===== config.mk =====
export PLATFORM = sky130hd
export DESIGN_NAME = uart_mmio
export DESIGN_NICKNAME = d
export VERILOG_FILES = /design/src/rtl/uart_mmio.sv
export SDC_FILE = /design/constraint.sdc
export NUM_CORES = 1
export LEC_CHECK = 0
export CORE_MARGIN = 2
export CORE_UTILIZATION = 40
export CTS_CLUSTER_DIAMETER = 30
export CTS_CLUSTER_SIZE = 12
export DETAILED_ROUTE_END_ITERATION = 10
export PLACE_DENSITY = 0.66
export SYNTH_ARGS = -nofsm -noshare
export SYNTH_HDL_FRONTEND = slang
export SYNTH_SLANG_ARGS = --single-unit

===== constraint.sdc =====
create_clock -name clk -period 2.3 [get_ports clk]
set_clock_uncertainty 0.05 [all_clocks]
set_input_delay 0.575 -clock clk [delete_from_list [all_inputs] [get_ports clk]]
set_output_delay 0.575 -clock clk [all_outputs]
set_load 0.05 [all_outputs]

===== src/rtl/uart_mmio.sv =====
// Memory-mapped UART bridge for the Riscv151 data port: status/RX/TX registers,
// an RX byte FIFO, a single-byte TX holding register and cycle/instruction counters.
module uart_mmio #(
  parameter int RX_FIFO_DEPTH = 4
) (
  input  logic        clk,
  input  logic        rst,
  input  logic [31:0] addr,
  input  logic [31:0] wdata,
  input  logic [3:0]  we,
  input  logic        re,
  output logic [31:0] rdata,
  input  logic        inst_retired,
  output logic [7:0]  uart_tx_data,
  output logic        uart_tx_valid,
  input  logic        uart_tx_ready,
  input  logic [7:0]  uart_rx_data,
  input  logic        uart_rx_valid,
  output logic        uart_rx_ready
);

  localparam int AW = $clog2(RX_FIFO_DEPTH);

  localparam logic [7:0] OFF_STATUS  = 8'h00;
  localparam logic [7:0] OFF_RX_DATA = 8'h04;
  localparam logic [7:0] OFF_TX_DATA = 8'h08;
  localparam logic [7:0] OFF_CYCLES  = 8'h10;
  localparam logic [7:0] OFF_INSTS   = 8'h14;
  localparam logic [7:0] OFF_CNT_RST = 8'h18;

  logic [7:0]  rx_mem [RX_FIFO_DEPTH];
  logic [AW:0] rd_ptr_q, rd_ptr_d, wr_ptr_q, wr_ptr_d;
  logic        tx_full_q, tx_full_d;
  logic [7:0]  tx_byte_q, tx_byte_d;
  logic [31:0] cyc_q, cyc_d, inst_q, inst_d;
  logic [31:0] rdata_q, rdata_d;

  logic        sel, store, fifo_empty, fifo_full, push, pop;
  logic [7:0]  offset, rx_head;
  logic [31:0] read_val;

  assign sel        = (addr[31:28] == 4'h8);
  assign offset     = addr[7:0];
  assign store      = sel && (we != 4'b0000);
  assign fifo_empty = (rd_ptr_q == wr_ptr_q);
  // Same slot index with differing wrap bits means the writer is a full lap ahead.
  assign fifo_full  = (rd_ptr_q[AW] != wr_ptr_q[AW]) &&
                      (rd_ptr_q[AW-1:0] == wr_ptr_q[AW-1:0]);
  assign rx_head    = rx_mem[rd_ptr_q[AW-1:0]];

  assign uart_rx_ready = !fifo_full && !rst;
  assign push          = uart_rx_valid && uart_rx_ready;
  assign pop           = sel && re && (offset == OFF_RX_DATA) && !fifo_empty;

  assign uart_tx_valid = tx_full_q && !rst;
  assign uart_tx_data  = rst ? 8'h00 : tx_byte_q;
  assign rdata         = rst ? 32'h0 : rdata_q;

  always_comb begin
    read_val = 32'h0;
    if (sel) begin
      case (offset)
        OFF_STATUS:  read_val = {30'b0, !fifo_empty, !tx_full_q};
        OFF_RX_DATA: read_val = fifo_empty ? 32'h0 : {24'b0, rx_head};
        OFF_CYCLES:  read_val = cyc_q;
        OFF_INSTS:   read_val = inst_q;
        default:     read_val = 32'h0;
      endcase
    end
  end

  always_comb begin
    rdata_d   = re ? read_val : rdata_q;
    rd_ptr_d  = pop  ? rd_ptr_q + 1'b1 : rd_ptr_q;
    wr_ptr_d  = push ? wr_ptr_q + 1'b1 : wr_ptr_q;
    tx_full_d = tx_full_q;
    tx_byte_d = tx_byte_q;
    // Occupancy is judged on the pre-edge state, so a store in the draining cycle is lost.
    if (tx_full_q) begin
      if (uart_tx_ready) tx_full_d = 1'b0;
    end else if (store && (offset == OFF_TX_DATA)) begin
      tx_full_d = 1'b1;
      tx_byte_d = wdata[7:0];
    end
    if (store && (offset == OFF_CNT_RST)) begin
      cyc_d  = 32'h0;
      inst_d = 32'h0;
    end else begin
      cyc_d  = cyc_q + 32'd1;
      inst_d = inst_q + {31'b0, inst_retired};
    end
  end

  always_ff @(posedge clk) begin
    if (rst) begin
      rdata_q   <= 32'h0;
      rd_ptr_q  <= '0;
      wr_ptr_q  <= '0;
      tx_full_q <= 1'b0;
      tx_byte_q <= 8'h00;
      cyc_q     <= 32'h0;
      inst_q    <= 32'h0;
    end else begin
      rdata_q   <= rdata_d;
      rd_ptr_q  <= rd_ptr_d;
      wr_ptr_q  <= wr_ptr_d;
      tx_full_q <= tx_full_d;
      tx_byte_q <= tx_byte_d;
      cyc_q     <= cyc_d;
      inst_q    <= inst_d;
    end
  end

  always_ff @(posedge clk) begin
    if (push) rx_mem[wr_ptr_q[AW-1:0]] <= uart_rx_data;
  end

endmodule


==> run_results.csv, run 1 <==
group,metric,value,unit
cells_and_area,mostFrequentLayoutCells,"113 x dfxtp_1, 80 x buf_4, 41 x a21oi_1",
cts,clock_latency,0.42,ns
hold_path,min_to,"rdata_q[2]$_SDFFE_PP0P_",
grt,grt_max_degree,37,
sta,hold_viol,0,
cells_and_area,fill_cells,1449,
cts,cts_hold_buffers,0,
critical_path,cp.arrival,2.56,ns
routing,avgViaCountPerCell,5.71,
routing,antenna_left,0,
cts,cts-root-buf,"clkbuf_16",
critical_path,r2r_cells,5,
place,hpwl,12600,um
pwr,p_per_area,640,nW/um^2
critical_path,critical_path_class,"input pin to register",
logic_synthesis,syn_avg_cell_area,9.77,um^2
hold_path,min_from,"rdata_q[2]$_SDFFE_PP0P_",
pwr,ir_worst_vdd,0.570,mV
cts,clk_pin_slew_worst_paths,0.06,ns
critical_path,r2r-end,"cyc_q[29]$_SDFF_PP0_",
grt,grt_use_total,19.5,%
grt,gr-total-overflow,0,
cells_and_area,nNetsFinal,898,
critical_path,cp_cell_sequence,"dlygate4sd2_1 -> or4b_4 -> or4_4 -> or3_4 -> o211ai_2",
cells_and_area,drive_gt1_share,23.3,%
critical_path,critPathLaunchType,"input pin",
critical_path,cp_num_buf_inv,1,
floorplan,initial_utilization,41.2,%
cts,numClockSinks,145,
critical_path,worstPathRequired,2.60,ns
logic_synthesis,synth_area_leader_cell,"dfxtp_1",
floorplan,ios,124,
sta,period_minus_slack,2.26,ns
logic_synthesis,synth_area,6850,um^2
cts,cts_tree,"done",
logic_synthesis,synth.area.top_cells,"dfxtp_1 33%, edfxtp_1 14%, nor2b_1 4.0%",
critical_path,worstSetupPathDepth,5,
routing,drc,0,
grt,grt_pass1_vias,5813,
routing,wire_per_inst,16.7,um
sta,maxSlewViolCount,0,
routing,drtIter0Drc,366,
logic_synthesis,synth_top_area_share,33.0,%
critical_path,worst_setup_path_end_kind,"register",
routing,routed_wirelength,17400,um
outcome,outcome,"finished clean",
sta,maxSlewHeadroom,61.8,%
cells_and_area,antenna_cells,0,
critical_path,regToRegSetupSlack,0.09,ns
grt,grt_pass1_wl,28200,um
place,dp_slack,-0.602,ns
grt,antenna_found_initial,0,
cts,cts_inserted_buffers,17,
cts,cts_buffer_depth,2,
critical_path,slowest_stage,"or4_4",
logic_synthesis,ys_ff_latch,145,
hold_path,min_path_cells,2,
run,cap_viol_max_count,0,
cells_and_area,instances_no_fill,1041,
critical_path,crit_family,"simple AND/OR/NAND/NOR gates",
critical_path,crit_start,"addr[30]",
logic_synthesis,synth_fp_nets,791,
routing,vias,5948,
sta,worstMarginPinSlew,0.571,ns
cells_and_area,final_common_cell,"dfxtp_1",
floorplan,die_h,135,um
floorplan,die_x,135,um
sta,post-route-period-util,98.3,%
cells_and_area,area_growth,31.1,%
place,place.gp.congestion,0.860,
logic_synthesis,ys_warn_count,0,
pwr,p_total,5.74,mW
critical_path,max_stage_delay,0.58,ns
critical_path,r2r_start,"cyc_q[11]$_SDFF_PP0_",
sta,setup_violations,0,
sta,fin_ws,0.0390,ns
logic_synthesis,ys_seq_area_share,47.1,%
floorplan,dieArea,18200,um^2
routing,dr.pass1.iters,5,
floorplan,core-area,16600,um^2
pwr,leakage,3.05,nW
cts,htree_levels,4,
critical_path,critPathMaxFanout,7,
sta,rsz0062_at_grt,"false",
place,place_inst,1009,
sta,max_freq,0.442,GHz
logic_synthesis,synth.distinct_cells,51,
place,port_buffers,79,
hold_path,hp-class,"register to register",
sta,finalSetupTns,0,ns
floorplan,placementRows,47,
logic_synthesis,synth_cells,701,
power breakdown:
| part | total (mW) | switching (mW) | leakage (nW) | internal [mW] |
|---|---|---|---|---|
| Sequential | 2.65 | 0.0229 | 1.20 | 2.63 |
| Clock | 2.78 | 1.03 | 0.285 | 1.75 |
| Combinational | 0.310 | 0.162 | 1.56 | 0.148 |
area by class of cell:
type	count	area [um^2]	share of cell area (%)
multi-input combinational	488	3500	39.0
sequential	145	3220	35.9
timing repair buffer	134	1300	14.5
clock buffer	20	458	5.10
tap	220	275	3.07
clock inverter	12	139	1.55
inverter	22	82.6	0.920
kinds of logic (layout without fill, tap and decap cells):
family	Yosys count	in the layout	synth area share (%)
and+or+nand+nor	264	264	22.7
AOI/OAI and AO/OA	165	165	16.4
DFF	145	145	47.1
buffers and inverters	68	188	3.93
xor gates and xnor gates	32	32	4.09
muxes	19	19	4.37
adders and majority gates	8	8	1.46
how the worst max path moves through the flow:
stage                          endpoint  slack [ns]
4_1_cts           inst_q[18]$_SDFF_PP0_       0.003
5_1_grt        rdata_q[10]$_SDFFE_PP0P_       0.004
3_3_place_gp    rdata_q[1]$_SDFFE_PP0P_       -0.57
2_1_floorplan                  rdata[5]       -0.19
6_report        rdata_q[1]$_SDFFE_PP0P_        0.04
3_5_place_dp    rdata_q[1]$_SDFFE_PP0P_       -0.60
layer usage:
layer | routed length (um) | track usage (%) | up-vias
met5 | 0 | 0 | -
li1 | - | - | 2872
met3 | 677 | 3.94 | 29
met1 | 7510 | 23.5 | 2905
met4 | 380 | 7.72 | 0
met2 | 8800 | 34.1 | 142
metrics by stage:
step                      area [um^2]  hold slack (ns)  utilization (%)
after floorplan                  6920            0.382                -
after global placement           8330            0.399             50.0
after detailed placement         8330            0.395             50.0
after CTS                        8940            0.411             53.7
after global routing             8980            0.444             54.0
final                            8980            0.416             54.0
registers in the layout, indices dropped and copies added, names as in the netlist, named ones only:
signal     cells
cyc_q         32
inst_q        32
rdata_q       32
rx_mem        32
tx_byte_q      8
rd_ptr_q       3
wr_ptr_q       3
tx_full_q      1
repair_timing:
item / 4_1_cts / 5_1_grt
setup endpoints to repair: 15 / 18
gates resized for setup: 9 / 15
endpoints found under the hold margin: 0 / 0
gates cloned: 0 / 0
pin swaps: 4 / 5
setup buffers: 1 / 0
worst register-to-register path, cell delays in order, from the launching register on:
cell,delay (ns)
dfxtp_1,0.46
nand3_1,0.20
or4_1,0.53
buf_4,0.22
or4_1,0.52
a21oi_1,0.16
synthesized netlist by cell type, drive strengths merged:
| cell type | instances |
|---|---|
| or2 | 1 |
| or3 | 10 |
| a21oi | 44 |
| clkinv | 1 |
| edfxtp | 32 |
| nand3 | 31 |
| xnor2 | 16 |
| buf | 7 |
| o31ai | 25 |
| a311oi | 1 |
| nand4b | 2 |
| nor4 | 14 |
| o21ai | 31 |
| nor3 | 7 |
| o41ai | 2 |
| or4 | 30 |
| nand2b | 2 |
| inv | 21 |
| nand3b | 2 |
| dfxtp | 113 |
| nand4 | 28 |
| nor2b | 44 |
| o21bai | 1 |
| nor2 | 39 |
| a31oi | 3 |
| o21ba | 1 |
| a32oi | 7 |
| mux2 | 7 |
| mux2i | 4 |
| and2 | 8 |
| or4b | 3 |
| and4 | 9 |
| clkbuf | 39 |
| o211ai | 1 |
| a22oi | 24 |
| nand2 | 23 |
| mux4 | 8 |
| nor4b | 3 |
| and3 | 8 |
| o31a | 1 |
| xor2 | 16 |
| ha | 8 |
| o2bb2ai | 24 |
Note: power is estimated with default switching activity, not from simulation.
==> run 2, diff against run 1 <==
- ABC_AREA: default -> 1
- CORE_ASPECT_RATIO: default -> 0.7
- PLACE_DENSITY: 0.66 -> 0.65
==> run 2 against run 1 <==
  * Critical path depth rose by 2
  * Clock-buffer cell count fell by 1
  * Via count rose by 18%
  * Combinational power fell by 23%
  * Cell area rose by 9.9%
  * Fmax rose by 6.5%
  * Power rose by 0.79%
  * Setup slack improved by 0.14 ns
  * Non-clock buffer count rose by 8
  * Wire length rose by 13%
  * Die area rose by 6.7%
  * Critical endpoint is now uart_rx_ready
==> run_results.csv, run 2 <==
group,metric,value,unit
logic_synthesis,synth-edff-count,32,
logic_synthesis,synth_area,7320,um^2
cells_and_area,mostFrequentLayoutCells,"376 x nand2_1, 175 x nor2_1, 124 x inv_1",
critical_path,regToRegSetupSlack,0.54,ns
critical_path,cp.arrival,1.50,ns
cts,cts_buffer_depth,2,
logic_synthesis,synth_top_area_share,30.9,%
critical_path,critical_path_class,"register to output pin",
logic_synthesis,ys_async_sr_fraction,0,%
sta,hold-worst-slack,0.414,ns
routing,dr.pass1.iters,5,
logic_synthesis,synth_fp_nets,1182,
routing,vias,7037,
grt,grt_use_total,20.8,%
critical_path,r2r_cells,8,
routing,routed_wirelength,19600,um
logic_synthesis,synth_area_leader_cell,"dfxtp_1",
floorplan,ios,124,
floorplan,placementRows,41,
cts,htree_levels,4,
cells_and_area,final_area,9860,um^2
outcome,outcome,"finished clean",
sta,finalSetupTns,0,ns
place,hpwl,14700,um
floorplan,core-area,18000,um^2
floorplan,dieArea,19400,um^2
logic_synthesis,synth_ff_type,"dfxtp_1",
logic_synthesis,ys_seq_area_share,44.1,%
logic_synthesis,synth_common_cells,"377 x nand2_1, 208 x nor2_1, 124 x inv_1",
sta,period_minus_slack,2.12,ns
routing,wire_per_inst,13.3,um
place,placed_area,9150,um^2
cells_and_area,nNetsFinal,1318,
grt,grt_pass1_wl,31500,um
grt,gr-total-overflow,0,
logic_synthesis,ys_ff_latch,145,
place,port_buffers,79,
cells_and_area,final_util,54.9,%
cells_and_area,antenna_cells,0,
cts,clk_pin_slew_worst_paths,0.06,ns
critical_path,critPathMaxFanout,5,
logic_synthesis,synth_cells,1092,
pwr,p_total,5.79,mW
routing,drc,0,
routing,drtIter0Drc,608,
logic_synthesis,ys_warn_count,0,
logic_synthesis,synth_top_family_by_area,"simple AND/OR/NAND/NOR gates",
cells_and_area,area_growth,34.8,%
floorplan,die_h,117,um
critical_path,worstPathRequired,1.67,ns
place,dp_slack,-0.158,ns
cells_and_area,final_common_cell,"nand2_1",
place,place_inst,1445,
logic_synthesis,synth_compound_area_share,6.67,%
cts,cts-root-buf,"clkbuf_16",
sta,worstMarginPinSlew,0.478,ns
critical_path,worst_setup_path_end_kind,"output pin",
cts,postCtsSetupBuffers,0,
critical_path,r2r-end,"cyc_q[20]$_SDFF_PP0_",
critical_path,r2r_start,"cyc_q[0]$_SDFF_PP0_",
sta,setup_violations,0,
sta,fin_ws,0.178,ns
cells_and_area,drive_gt1_share,15.6,%
logic_synthesis,synth.distinct_cells,32,
logic_synthesis,yosys.area_share.simple,37.2,%
cts,cts_inserted_buffers,17,
sta,post-route-period-util,92.3,%
logic_synthesis,synth_fa_ha_area_share,1.37,%
floorplan,die_x,166,um
cts,clock_latency,0.43,ns
cts,numClockSinks,145,
routing,antenna_left,0,
sta,max_freq,0.471,GHz
grt,antenna_found_initial,0,
pwr,leakage,3.83,nW
cells_and_area,instances_no_fill,1477,
grt,grt_max_degree,34,
logic_synthesis,synth_mux_area_share,0,%
hold_path,min_path_cells,2,
sta,hold_viol,0,
sta,maxSlewHeadroom,68.1,%
logic_synthesis,syn_avg_cell_area,6.70,um^2
floorplan,initial_utilization,40.7,%
grt,grt_pass1_vias,6198,
pwr,ir_worst_vdd,0.390,mV
logic_synthesis,synth.area.top_cells,"dfxtp_1 31%, nand2_1 19%, edfxtp_1 13%",
cts,cts_tree,"done",
sta,rsz0062_at_grt,"false",
critical_path,critPathLaunchType,"register",
pwr,p_per_area,587,nW/um^2
logic_synthesis,synth-xor-area-share,2.51,%
hold_path,min_to,"inst_q[31]$_SDFF_PP0_",
logic_synthesis,yosysMostFrequentCell,"nand2_1",
run,cap_viol_max_count,0,
routing,avgViaCountPerCell,4.76,
hold_path,hp-class,"register to register",
hold_path,min_from,"inst_q[31]$_SDFF_PP0_",
place,place.gp.congestion,0.915,
sta,maxSlewViolCount,0,
## run 2: critical path, cell delays in order (launching register included)
cell,delay (ns)
dfxtp_1,0.40
inv_1,0.10
nand2_1,0.06
nand2_1,0.07
nand3_1,0.11
nand2_1,0.06
inv_1,0.08
buf_4,0.20
## run 2: logic make-up (layout without fill, tap and decap cells)
| group | after synthesis | after routing |
|---|---|---|
| flops | 145 | 145 |
| simple gates | 669 | 669 |
| buf+inv | 153 | 302 |
| compound gates | 96 | 96 |
| fa+ha+maj | 8 | 8 |
| xor+xnor | 21 | 21 |
## run 2: cell type report
| type | instances | area (um^2) |
|---|---|---|
| timing repair buffer | 142 | 1660 |
| sequential | 145 | 3220 |
| tap | 236 | 295 |
| inverter | 128 | 480 |
| clock buffer | 19 | 443 |
| multi-input combinational | 794 | 3580 |
| fill | 1696 | 8090 |
| clock inverter | 13 | 175 |
## run 2: layer usage
| metal | global-route usage, % | wire, um | vias to the layer above |
|---|---|---|---|
| met1 | 30.7 | 9980 | 3158 |
| met4 | 6.43 | 285 | 0 |
| li1 | - | - | 3660 |
| met3 | 4.00 | 1270 | 22 |
| met5 | 0 | 0 | - |
| met2 | 30.8 | 8070 | 197 |
## run 2: where the power goes
group / switching, mW / internal [mW]
Sequential: 0.0174 / 2.62
Combinational: 0.130 / 0.109
Clock: 1.15 / 1.76
Total: 1.30 / 4.49
## run 2: what timing repair did
action,4_1_cts,5_1_grt
endpoints found under the setup margin,35,42
gates resized for setup,12,27
hold buffers,0,0
cloned,0,0
## run 2: worst max path at each step
stage | from | end | slack, ns | cells past startpoint
2_1_floorplan | rst | rdata[26] | 0.009 | 3
3_3_place_gp | inst_retired | inst_q[20]$_SDFF_PP0_ | -0.12 | 10
3_5_place_dp | inst_retired | inst_q[20]$_SDFF_PP0_ | -0.16 | 10
4_1_cts | rst | rdata[14] | -0.05 | 4
5_1_grt | wr_ptr_q[1]$_SDFFE_PP0P_ | uart_rx_ready | 0.06 | 7
6_report | wr_ptr_q[1]$_SDFFE_PP0P_ | uart_rx_ready | 0.18 | 7
==> run 3, diff against run 2 <==
- TNS_END_PERCENT: default -> 10
==> results of run 3 <==
The final DEF is identical to that of run 2; final timing and power are the same.
